File: config.mk
export PLATFORM = sky130hd
export DESIGN_NAME = unidade_busca_pc_flat
export DESIGN_NICKNAME = d
export VERILOG_FILES = /design/src/rtl/unidade_busca_pc_if.sv /design/src/rtl/unidade_busca_pc.sv /design/src/flat_wrapper.sv
export SDC_FILE = /design/constraint.sdc
export NUM_CORES = 1
export LEC_CHECK = 0
export ABC_CLOCK_PERIOD_IN_PS = 2100
export CORE_ASPECT_RATIO = 2
export CORE_UTILIZATION = 48
export CTS_BUF_LIST = sky130_fd_sc_hd__clkbuf_8 sky130_fd_sc_hd__clkbuf_16
export DETAILED_ROUTE_END_ITERATION = 6
export GPL_TIMING_DRIVEN = 0
export PLACE_DENSITY = 0.77
export REMOVE_ABC_BUFFERS = 1
export SYNTH_ARGS = -nofsm -noshare
export SYNTH_HDL_FRONTEND = slang
export SYNTH_SLANG_ARGS = --single-unit
File: constraint.sdc
create_clock -name clock -period 2.1 [get_ports clock]
set_input_delay 0.315 -clock clock [delete_from_list [all_inputs] [get_ports clock]]
set_output_delay 0.315 -clock clock [all_outputs]
set_load 0.1 [all_outputs]
File: src/rtl/unidade_busca_pc_if.sv
// Bus between the control unit and the PC/fetch unit: PC-source select, halt,
// branch target and front-panel button in; PC, release pulse, wait flag and counter out.
interface unidade_busca_pc_if #(
  parameter int ADDR_W = 10,
  parameter int CNT_W  = 16
);
  logic [1:0]        controle_MUX4;
  logic              HALT;
  logic              zero_alu;
  logic [ADDR_W-1:0] alvo;
  logic              botao_fisico;
  logic [ADDR_W-1:0] pc;
  logic              botao;
  logic              parado;
  logic [CNT_W-1:0]  instr_count;

  modport master (
    output controle_MUX4, HALT, zero_alu, alvo, botao_fisico,
    input  pc, botao, parado, instr_count
  );

  modport slave (
    input  controle_MUX4, HALT, zero_alu, alvo, botao_fisico,
    output pc, botao, parado, instr_count
  );
endinterface

File: src/rtl/unidade_busca_pc.sv
// Program counter, next-PC selection and halt/button wait sequencing.
// Optional button debounce is built when BUSCA_DEBOUNCE_EN is defined.
module unidade_busca_pc #(
  parameter int          ADDR_W          = 10,
  parameter int unsigned RESET_PC        = 0,
  parameter int          DEBOUNCE_CYCLES = 16,
  parameter int          CNT_W           = 16
) (
  input  logic              clock,
  input  logic              reset,
  unidade_busca_pc_if.slave bus
);

  typedef enum logic [1:0] {EXEC, ESPERA, LIBERA} state_t;

  state_t            state;
  logic [ADDR_W-1:0] pc;
  logic [CNT_W-1:0]  instr_count;
  logic              botao;
  logic              parado;
  logic              btn_p0;
  logic              btn_p1;
  logic              btn_prev;
  logic              btn_acc;
  logic              btn_rise;

  if (DEBOUNCE_CYCLES < 1) begin : g_bad_debounce
    $error("DEBOUNCE_CYCLES must be at least 1");
  end

  function automatic logic [ADDR_W-1:0] pc_inc(input logic [ADDR_W-1:0] cur);
    return cur + ADDR_W'(1);
  endfunction

  function automatic logic [CNT_W-1:0] sat_inc(input logic [CNT_W-1:0] v);
    return (&v) ? v : v + CNT_W'(1);
  endfunction

  function automatic logic [ADDR_W-1:0] next_pc(input logic [1:0]        sel,
                                                input logic              z,
                                                input logic [ADDR_W-1:0] cur,
                                                input logic [ADDR_W-1:0] tgt);
    logic [ADDR_W-1:0] r;
    case (sel)
      2'b01:   r = z  ? tgt : pc_inc(cur);
      2'b10:   r = !z ? tgt : pc_inc(cur);
      2'b11:   r = tgt;
      default: r = pc_inc(cur);
    endcase
    return r;
  endfunction

  // Button synchroniser (btn_p1 is the synchronised level btn_s)
  always_ff @(posedge clock or posedge reset) begin
    if (reset) begin
      btn_p0 <= 1'b0;
      btn_p1 <= 1'b0;
    end else begin
      btn_p0 <= bus.botao_fisico;
      btn_p1 <= btn_p0;
    end
  end

`ifdef BUSCA_DEBOUNCE_EN
  localparam int DEB_W = $clog2(DEBOUNCE_CYCLES + 1);

  logic [DEB_W-1:0] deb_cnt;
  logic             deb_level;

  // Accept a new level only after it has held for DEBOUNCE_CYCLES samples
  always_ff @(posedge clock or posedge reset) begin
    if (reset) begin
      deb_cnt   <= '0;
      deb_level <= 1'b0;
    end else if (btn_p1 == deb_level) begin
      deb_cnt <= '0;
    end else if (deb_cnt == DEB_W'(DEBOUNCE_CYCLES - 1)) begin
      deb_level <= btn_p1;
      deb_cnt   <= '0;
    end else begin
      deb_cnt <= deb_cnt + DEB_W'(1);
    end
  end

  assign btn_acc = deb_level;
`else
  assign btn_acc = btn_p1;
`endif

  assign btn_rise = btn_acc & ~btn_prev;

  // Sequencer: pc, counter and the botao/parado flags are all registered
  always_ff @(posedge clock or posedge reset) begin
    if (reset) begin
      state       <= EXEC;
      pc          <= ADDR_W'(RESET_PC);
      instr_count <= '0;
      botao       <= 1'b0;
      parado      <= 1'b0;
      btn_prev    <= 1'b0;
    end else begin
      btn_prev <= btn_acc;
      case (state)
        EXEC: begin
          botao <= 1'b0;
          if (bus.HALT) begin
            state  <= ESPERA;
            parado <= 1'b1;
          end else begin
            pc          <= next_pc(bus.controle_MUX4, bus.zero_alu, pc, bus.alvo);
            instr_count <= sat_inc(instr_count);
            parado      <= 1'b0;
          end
        end
        ESPERA: begin
          if (btn_rise) begin
            state  <= LIBERA;
            botao  <= 1'b1;
            parado <= 1'b0;
          end else begin
            botao  <= 1'b0;
            parado <= 1'b1;
          end
        end
        LIBERA: begin
          botao <= 1'b0;
          // HALT still high here is a control fault: keep waiting
          if (bus.HALT) begin
            state  <= ESPERA;
            parado <= 1'b1;
          end else begin
            state       <= EXEC;
            pc          <= pc_inc(pc);
            instr_count <= sat_inc(instr_count);
            parado      <= 1'b0;
          end
        end
        default: begin
          state  <= EXEC;
          botao  <= 1'b0;
          parado <= 1'b0;
        end
      endcase
    end
  end

  assign bus.pc          = pc;
  assign bus.botao       = botao;
  assign bus.parado      = parado;
  assign bus.instr_count = instr_count;

endmodule

File: src/flat_wrapper.sv
// flat-port wrapper written by rule: the top's interface ports become plain ports
module unidade_busca_pc_flat 
#(
  parameter int          ADDR_W          = 10,
  parameter int unsigned RESET_PC        = 0,
  parameter int          DEBOUNCE_CYCLES = 16,
  parameter int          CNT_W           = 16
)
  (clock, reset, bus_controle_MUX4, bus_HALT, bus_zero_alu, bus_alvo, bus_botao_fisico, bus_pc, bus_botao, bus_parado, bus_instr_count);
  unidade_busca_pc_if #(.ADDR_W(ADDR_W), .CNT_W(CNT_W)) bus_i ();
  input  logic clock;
  input  logic reset;
  input wire logic [$bits(bus_i.controle_MUX4)-1:0] bus_controle_MUX4;
  input wire logic [$bits(bus_i.HALT)-1:0] bus_HALT;
  input wire logic [$bits(bus_i.zero_alu)-1:0] bus_zero_alu;
  input wire logic [$bits(bus_i.alvo)-1:0] bus_alvo;
  input wire logic [$bits(bus_i.botao_fisico)-1:0] bus_botao_fisico;
  output wire logic [$bits(bus_i.pc)-1:0] bus_pc;
  output wire logic [$bits(bus_i.botao)-1:0] bus_botao;
  output wire logic [$bits(bus_i.parado)-1:0] bus_parado;
  output wire logic [$bits(bus_i.instr_count)-1:0] bus_instr_count;
  assign bus_i.controle_MUX4 = bus_controle_MUX4;
  assign bus_i.HALT = bus_HALT;
  assign bus_i.zero_alu = bus_zero_alu;
  assign bus_i.alvo = bus_alvo;
  assign bus_i.botao_fisico = bus_botao_fisico;
  assign bus_pc = bus_i.pc;
  assign bus_botao = bus_i.botao;
  assign bus_parado = bus_i.parado;
  assign bus_instr_count = bus_i.instr_count;
  unidade_busca_pc #(.ADDR_W(ADDR_W), .RESET_PC(RESET_PC), .DEBOUNCE_CYCLES(DEBOUNCE_CYCLES), .CNT_W(CNT_W)) u_core (.clock(clock), .reset(reset), .bus(bus_i));
endmodule
==> results of run 1 <==
==> per-stage QoR <==
step / TNS (ps) / utilization / worst slack, ps
2_1_floorplan: -2990 / - / -358
3_3_place_gp: -1790 / 0.635 / -456
4_1_cts: 0 / 0.660 / 43.5
6_report: 0 / 0.668 / 52.7
3_5_place_dp: -2140 / 0.635 / -529
5_1_grt: 0 / 0.668 / 10.6
==> registers in the layout, indices dropped and copies added (netlist names) <==
signal	flops
u_core.state	2
u_core.bus.parado	1
u_core.bus.pc	10
u_core.bus.botao	1
u_core.btn_p0	1
u_core.btn_prev	1
u_core.bus.instr_count	16
u_core.btn_acc	1
==> logic make-up after synthesis <==
logic type	count (synthesis)	share of synthesized area
simple gates	68	0.243
flops	33	0.490
compound gates	21	0.0832
xor+xnor	14	0.0728
buf+inv	11	0.0260
mux	11	0.0705
fa+ha+maj	2	0.0148
==> layout make-up <==
type / count / area share
clock buffers: 6 / 0.0366
clock inverters: 2 / 0.0150
repair buffers: 45 / 0.190
flip-flops and latches: 33 / 0.366
well taps: 32 / 0.0177
inverters: 6 / 0.00998
multi-input cells: 116 / 0.365
==> power breakdown <==
group          switching (mW)  total (mW)  internal [mW]
Combinational            1.31        1.64          0.336
Clock                   0.229       0.610          0.382
Sequential              0.212       0.995          0.783
Total                    1.75        3.25           1.50
==> synth_stat cells, types with 3 or more instances <==
master and instances:
sky130_fd_sc_hd__dfrtp_1 33, sky130_fd_sc_hd__mux2i_1 7, sky130_fd_sc_hd__nor2_1 7, sky130_fd_sc_hd__nor4_1 6
sky130_fd_sc_hd__o21ai_0 5, sky130_fd_sc_hd__a21oi_1 5, sky130_fd_sc_hd__a2bb2oi_1 4, sky130_fd_sc_hd__and3_1 3
sky130_fd_sc_hd__nand2_1 13, sky130_fd_sc_hd__inv_1 6, sky130_fd_sc_hd__xor2_1 13, sky130_fd_sc_hd__nand3_1 13
sky130_fd_sc_hd__nand4_1 6, sky130_fd_sc_hd__nor3_1 6, sky130_fd_sc_hd__clkbuf_1 3
==> final timing paths <==
check | from | to | cells after the start
worst max-delay path | u_core.bus.parado | bus_parado | 1
worst min-delay path | reset | u_core.btn_prev | 2
worst max register to register | u_core.bus.instr_count[1] | u_core.bus.instr_count[1] | 5
worst min register to register | u_core.btn_p0 | u_core.btn_acc | 0
max in group asynchronous | reset | u_core.bus.pc[8] | 3
min in group clock | u_core.btn_p0 | u_core.btn_acc | 0
==> routing by layer <==
layer	part of all wire	up-vias	global-route usage
met2	0.55	51	0.407
met5	0	-	0
met4	0.014	0	0.102
li1	-	677	-
met1	0.39	692	0.258
met3	0.050	8	0.0379
==> timing repair <==
item	CTS	global route
setup endpoints to repair	31	2
resized for setup	27	1
pin swaps	0	0
cloned	0	0
==> results.txt, run 1 <==
The starting density of the core came out at 0.499. The critical path is of the reg -> out type. Grouping stages by cell kind, the critical path spends the most delay in buffers and inverters. The maximum cell stage delay along the critical path is 1130 ps. The half-perimeter wire length of the detailed placement result came out at 2840 µm. In this run the tightest slew margin relative to its limit is 0.354. The routed wirelength normalized by instance count is 16.8 µm. The number of different library cells in the post-synthesis netlist is 39. With fillers left out, the area of the finished cells amounts to 2260 µm². The count of routing violations after the opening detailed-route iteration is 39. The number of storage elements in the synthesis netlist came out at 33.

Counting both buffers and inverters, the worst setup path holds a total of 1. The footprint of the flip-flops and latches came out at 826 µm². The count of nets left with antenna violations after detail routing is 0.

The number of vias after detailed routing is 1428. The max-cap check violation count came out at 0. The clock tree from TritonCTS is built. Data arrives at the worst endpoint at 1730 ps. The total power density per cell area came out at 1440 nW/µm². The post-synthesis average cell area came out at 10.5 µm².

The initial antenna violation count is 0. The flow ran to the end, but the final reports show violations. In this run the cell area of the synthesized design comes to 1690 µm². Setup repair after global routing left no endpoint under its margin.

The H-tree depth reported by CTS is 2. The clock reaches the later pin of the worst-skew pair after 280 ps. The count of antenna diodes in the layout is 0. The slowest stage of the critical path belongs to the cell sky130_fd_sc_hd__clkdlybuf4s50_1. After detailed routing, the number of remaining DRC violations is 3. The count of hold-fix buffers inserted at cts is 0. The I/O pin total is 45. The signal on the critical path passes through clkdlybuf4s50_1.

The checks that failed: design-rule violations. The pin count of the biggest net entering global routing is 34. The leakage power summed over all cells is 1.04 nW. Data on the critical path is required at its endpoint by 1780 ps. Along the worst path, the maximum fanout reaches 1. The worst ir drop on vdd came out at 0.00101 V. The number of failing hold endpoints at the final stage is 0. The floorplan step defined a die boundary enclosing 3770 µm². The post-placement cell area came out at 2140 µm². The area of the multi-input gates came out at 823 µm². Counting I/O delays and the setup requirement, the final critical path takes 2050 ps.

Global routing finished with a remaining overflow of 0. The actual transition at the worst max-transition pin came out at 967 ps. The largest total area in the synthesized netlist belongs to sky130_fd_sc_hd__dfrtp_1. The share of the synthesized area in the top cell type is 0.490. At the end of the flow, the number of nets in the layout was 226. Clock-pin slew was measured on the worst setup and hold paths at 70 ps. Leaving out filler cells and counting taps, the final layout contains 240. The count of flip-flops with a built-in enable after synthesis came out at 0. The first-pass GRT wire length came out at 6450 µm. The final wirelength is 4030 µm.

The first detailed-routing pass took 7 iterations. In the global route stage, overall resource usage came out at 0.229. The global placement routability congestion came out at 0.871.

Dividing the final minimum period by the clock period gives 0.975. The number of vias per cell came out at 5.95. The maximum root-to-sink buffer count is 2. The tightest min-delay check is of the in -> async type. The number of placed cells counting well taps is 231. The placeable core region came out at 3380 µm². The final max-slew violation count is 0. The sequential fraction of the synthesis area came out at 0.490.

The highest attainable clock frequency came out at 488 MHz. The count of mapped cells out of synthesis is 160. For the final database, setup skew stands at 6.01 ps. The area growth from synthesis to layout came out at 33.9%. The total number of placement rows is 30. The via count of the first global-routing pass came out at 1426.

In the post-synthesis netlist, the biggest area contributors are sky130_fd_sc_hd__dfrtp_1, sky130_fd_sc_hd__xor2_1, sky130_fd_sc_hd__mux2i_1. In the layout the commonest cells are sky130_fd_sc_hd__dfrtp_1, sky130_fd_sc_hd__dlygate4sd2_1, sky130_fd_sc_hd__clkdlybuf4s50_1. CTS placed an instance of sky130_fd_sc_hd__clkbuf_8 at the clock tree root. In the synthesized netlist the dominant register cell turns out to be sky130_fd_sc_hd__dfrtp_1. Buffers inserted during clock tree synthesis total 5. The number of buffer cells added on primary ports is 44. After filler insertion, the fill cell instance count of the layout stands at 286. The height of the die is 85.8 µm.

In the final layout, the share of cells above drive strength 1 is 0.0865. Leaving out fill and tap cells, the most frequent cell in the layout is sky130_fd_sc_hd__dfrtp_1. The total power after layout is 3.25 mW. On the final layout, the worst hold slack is 245 ps. From left edge to right edge, the die measures 43.9 µm.

The internal reg-to-reg setup slack came out at 90 ps. The worst setup path is launched from a flip-flop. The number of clock sinks seen by CTS came out at 33. The number of buffers inserted to repair setup after CTS is 0. The number of warnings printed during yosys synthesis came out at 0. The type of element capturing the critical path is a primary output. The total of endpoints with negative setup slack in the final report is 0. Of all flip-flops after synthesis, the portion carrying an async set or reset was 1.00.
(Power assumes the default switching activity.)
==> inputs of run 2 (changes only) <==
--- a/config.mk
+++ b/config.mk
@@ -5,13 +5,15 @@
 export SDC_FILE = /design/constraint.sdc
 export NUM_CORES = 1
 export LEC_CHECK = 0
+export ABC_AREA = 1
 export ABC_CLOCK_PERIOD_IN_PS = 2100
 export CORE_ASPECT_RATIO = 2
-export CORE_UTILIZATION = 48
+export CORE_UTILIZATION = 49
 export CTS_BUF_LIST = sky130_fd_sc_hd__clkbuf_8 sky130_fd_sc_hd__clkbuf_16
 export DETAILED_ROUTE_END_ITERATION = 6
 export GPL_TIMING_DRIVEN = 0
 export PLACE_DENSITY = 0.77
+export RECOVER_POWER = 100
 export REMOVE_ABC_BUFFERS = 1
 export SYNTH_ARGS = -nofsm -noshare
 export SYNTH_HDL_FRONTEND = slang
==> run 2 against run 1 <==
Worst setup slack lost 12 ps. Non-clock buffer count is the same. Core utilization shrank 3.5 points. Power grew 5.5%. Synthesized area grew 11%. Flip-flop and latch count is the same. Final cell count grew 45%. Die area grew 8.6%. Combinational power grew 11%. Fmax shrank 0.57%. The run now ends clean. Largest cell class is now multi-input gates.
==> results.txt, run 2 <==
The flow ran to the end, and the final reports show no timing, DRC or antenna violations. The met2 wirelength from detailed routing is 2380 µm. The die is 45.7 µm wide.

The routed wirelength normalized by instance count came out at 12.0 µm. The footprint of the flip-flops and latches is 826 µm². The count of routing violations after the opening detailed-route iteration came out at 18. The final net count came out at 317. The max-cap check violation count is 0. The share of the clock period used by the worst path after layout is 0.981.

The highest metal layer carrying signal wires in the routed design is met4. The headroom to the max-slew limit came out at 0.224. The number of failing hold endpoints at the final stage came out at 0. Clock skew on the completed layout was measured at 11.0 ps. For this design the ratio of total power to cell area is 1490 nW/µm². Entering global routing, the biggest net connects 34 pins. The count of flip-flops with a built-in enable after synthesis is 0. The highest attainable clock frequency came out at 486 MHz. The wire-length estimate of the detail-placed layout is 3080 µm.

The critical path goes through clkdlybuf4s50_1. VDD sags by at most 0.00122 V. The data required time of the worst path came out at 1780 ps. The arrival time at the worst endpoint came out at 1740 ps.

After filler insertion, the fill cell instance count of the layout stands at 352. The cell family contributing the most delay on the critical path is buffers and inverters. The worst hold path was traced through 0 stages. The area of the multi-input gates came out at 911 µm². The number of flip-flops in the largest register came out at 16.

The number of buffer cells added on primary ports is 44. The cell type with the largest total area after synthesis is sky130_fd_sc_hd__dfrtp_1. The worst setup path is captured at a primary output.

In the post-synthesis netlist, the biggest area contributors are sky130_fd_sc_hd__dfrtp_1, sky130_fd_sc_hd__nand2_1, sky130_fd_sc_hd__nor2_1. The share of flip-flops with an asynchronous set or reset came out at 1.00. The final worst-path setup slack is 40.9 ps.

The kind of critical path is reg -> out. The final wirelength came out at 4180 µm. The commonest register cell after synthesis is sky130_fd_sc_hd__dfrtp_1. The total power after layout came out at 3.43 mW. The leakage power summed over all cells is 1.06 nW. The number of warnings printed during yosys synthesis is 0.

Setup repair after global routing left no endpoint under its margin. The count of nets left with antenna violations after detail routing is 0. After synthesis, the netlist uses 27 different library cells. The number of vias after detailed routing is 1722. The number of DRC violations after detailed routing is 0.

The number of clock sinks seen by CTS is 33. The total of endpoints with negative setup slack in the final report came out at 0. The clock transition time at the flip-flop clock pins of the worst setup and hold paths is 80 ps. The most frequent cell after synthesis is sky130_fd_sc_hd__nand2_1. The element type at the critical path start is a flip-flop. The detailed-routed wire length on met3 came out at 133 µm. After layout, the minimum clock period comes to 2060 ps.

Counting every instance in the synthesized netlist gives 252. The number of cells on the worst reg-to-reg path is 9. The actual transition at the worst max-transition pin came out at 1170 ps. The total track usage is 0.222. Synthesis inferred 33 register bits. The first global-routing pass estimated 6620 µm of wire. The H-tree depth reported by CTS came out at 2.

The area growth from synthesis to layout came out at 23.1%. Buffers inserted during clock tree synthesis total 5. The clock insertion delay at the later pin of the skew report came out at 290 ps. In this design, the stage delay of the slowest critical-path cell is 1120 ps.

The maximum fanout along the worst path came out at 1. Averaged over all synthesized cells, the footprint is 7.43 µm². On the critical path, the stage with the largest delay is an instance of sky130_fd_sc_hd__clkdlybuf4s50_1.

At the placement stage, the worst setup path has a slack of -878 ps. Leaving out fill and tap cells, the most frequent cells in the layout are sky130_fd_sc_hd__nand2_1, sky130_fd_sc_hd__dfrtp_1, sky130_fd_sc_hd__clkbuf_1. The met1 routed wirelength after detailed routing is 1610 µm.

The ratio of cells with drive above 1 in the final layout is 0.0635. The total standard cell area after synthesis is 1870 µm². The initial antenna violation count came out at 0. Counting instances in the post-synthesis netlist gives the leading cell types as sky130_fd_sc_hd__nand2_1, sky130_fd_sc_hd__dfrtp_1, sky130_fd_sc_hd__nor2_1. The area of the die is 4090 µm². The count of antenna diodes in the layout came out at 0. The final max-slew violation count is 0. The largest registers in the layout are u_core.bus.instr_count x16, u_core.bus.pc x10, u_core.state x2.

The cell area after layout is 2310 µm². TritonCTS built the clock tree. The maximum root-to-sink buffer count came out at 2. Leaving out fill and tap cells, the most frequent cell in the layout is sky130_fd_sc_hd__nand2_1. After detailed routing, the number of vias per cell comes to 4.95.

The core region is 3650 µm². The height of the die came out at 89.4 µm. Counting both buffers and inverters, the worst setup path holds a total of 1. The post-placement cell area came out at 2330 µm². The total number of cells along the worst setup path came out at 1. The share of the synthesized area in the top cell type came out at 0.441. The global placement routability congestion is 0.792. The starting density of the core is 0.514. The length of the first detailed-routing pass in iterations is 4. CTS placed an instance of sky130_fd_sc_hd__clkbuf_8 at the clock tree root. u_core.bus.instr_count holds more flip-flops than any other register. The I/O pin total is 45. The sequential fraction of the synthesis area is 0.441. The total number of placement rows came out at 31. The via count of the first global-routing pass came out at 1609. The remaining global-route overflow came out at 0. The worst hold path belongs to the class reg -> reg.
run 2: changes by cell type in the layout (fill, tap and decap cells not counted), moves of 6 or more:
cell | previous run | this run
sky130_fd_sc_hd__nand2_1 | 13 | 95
sky130_fd_sc_hd__nor4_1 | 6 | 0
sky130_fd_sc_hd__o21ai_0 | 5 | 14
sky130_fd_sc_hd__nor2_1 | 6 | 23
sky130_fd_sc_hd__clkbuf_1 | 0 | 25
sky130_fd_sc_hd__dlygate4sd2_1 | 26 | 1
sky130_fd_sc_hd__mux2i_1 | 7 | 0
sky130_fd_sc_hd__inv_1 | 6 | 23
run 2: metal layers:
metal | vias to the layer above | global-route usage
met1 | 802 | 0.217
met3 | 4 | 0.0303
li1 | 875 | -
met5 | - | 0
met4 | 0 | 0.104
met2 | 41 | 0.427
run 2: cell type report:
type / instances / area share
flip-flops and latches: 33 / 0.358
repair buffers: 45 / 0.128
multi-input cells: 187 / 0.395
inverters: 26 / 0.0423
well taps: 49 / 0.0266
clock inverters: 3 / 0.0201
clock buffers: 5 / 0.0298
run 2: worst paths after layout:
kind,from,end,slack [ps]
worst max-delay path,u_core.bus.parado,bus_parado,40
max in group asynchronous,reset,u_core.bus.pc[5],360
worst min-delay path,u_core.btn_p0,u_core.btn_acc,350
worst min register to register,u_core.btn_p0,u_core.btn_acc,350
min in group asynchronous,reset,u_core.bus.botao,420
worst max register to register,u_core.bus.instr_count[0],u_core.bus.instr_count[2],140
run 2: per-stage QoR:
step	hold slack, ps	setup TNS [ps]	util	cells
after floorplan	331	-756	-	246
after global placement	336	-13040	0.639	339
after detailed placement	338	-14080	0.639	339
after CTS	355	0	0.665	347
after global routing	362	0	0.632	348
final	352	0	0.632	348
run 2: cells by family (layout without fill, tap and decap cells):
family | Yosys count | after routing | synth area share
and+or+nand+nor | 143 | 143 | 0.317
DFF | 33 | 33 | 0.441
buffers and inverters | 32 | 79 | 0.0755
AOI/OAI and AO/OA | 28 | 28 | 0.0835
xor gates and xnor gates | 14 | 14 | 0.0695
adders and majority gates | 2 | 2 | 0.0134
run 2: what timing repair did:
action	CTS	global route
resized for setup	28	1
pin swaps	0	0
buffers inserted	0	0
hold buffers	0	0
endpoints found under the setup margin	43	15
run 2: where the power goes:
| group | switching, mW | internal [mW] |
|---|---|---|
| Sequential | 0.212 | 0.796 |
| Combinational | 1.51 | 0.305 |
| Clock | 0.251 | 0.355 |
| Total | 1.97 | 1.46 |
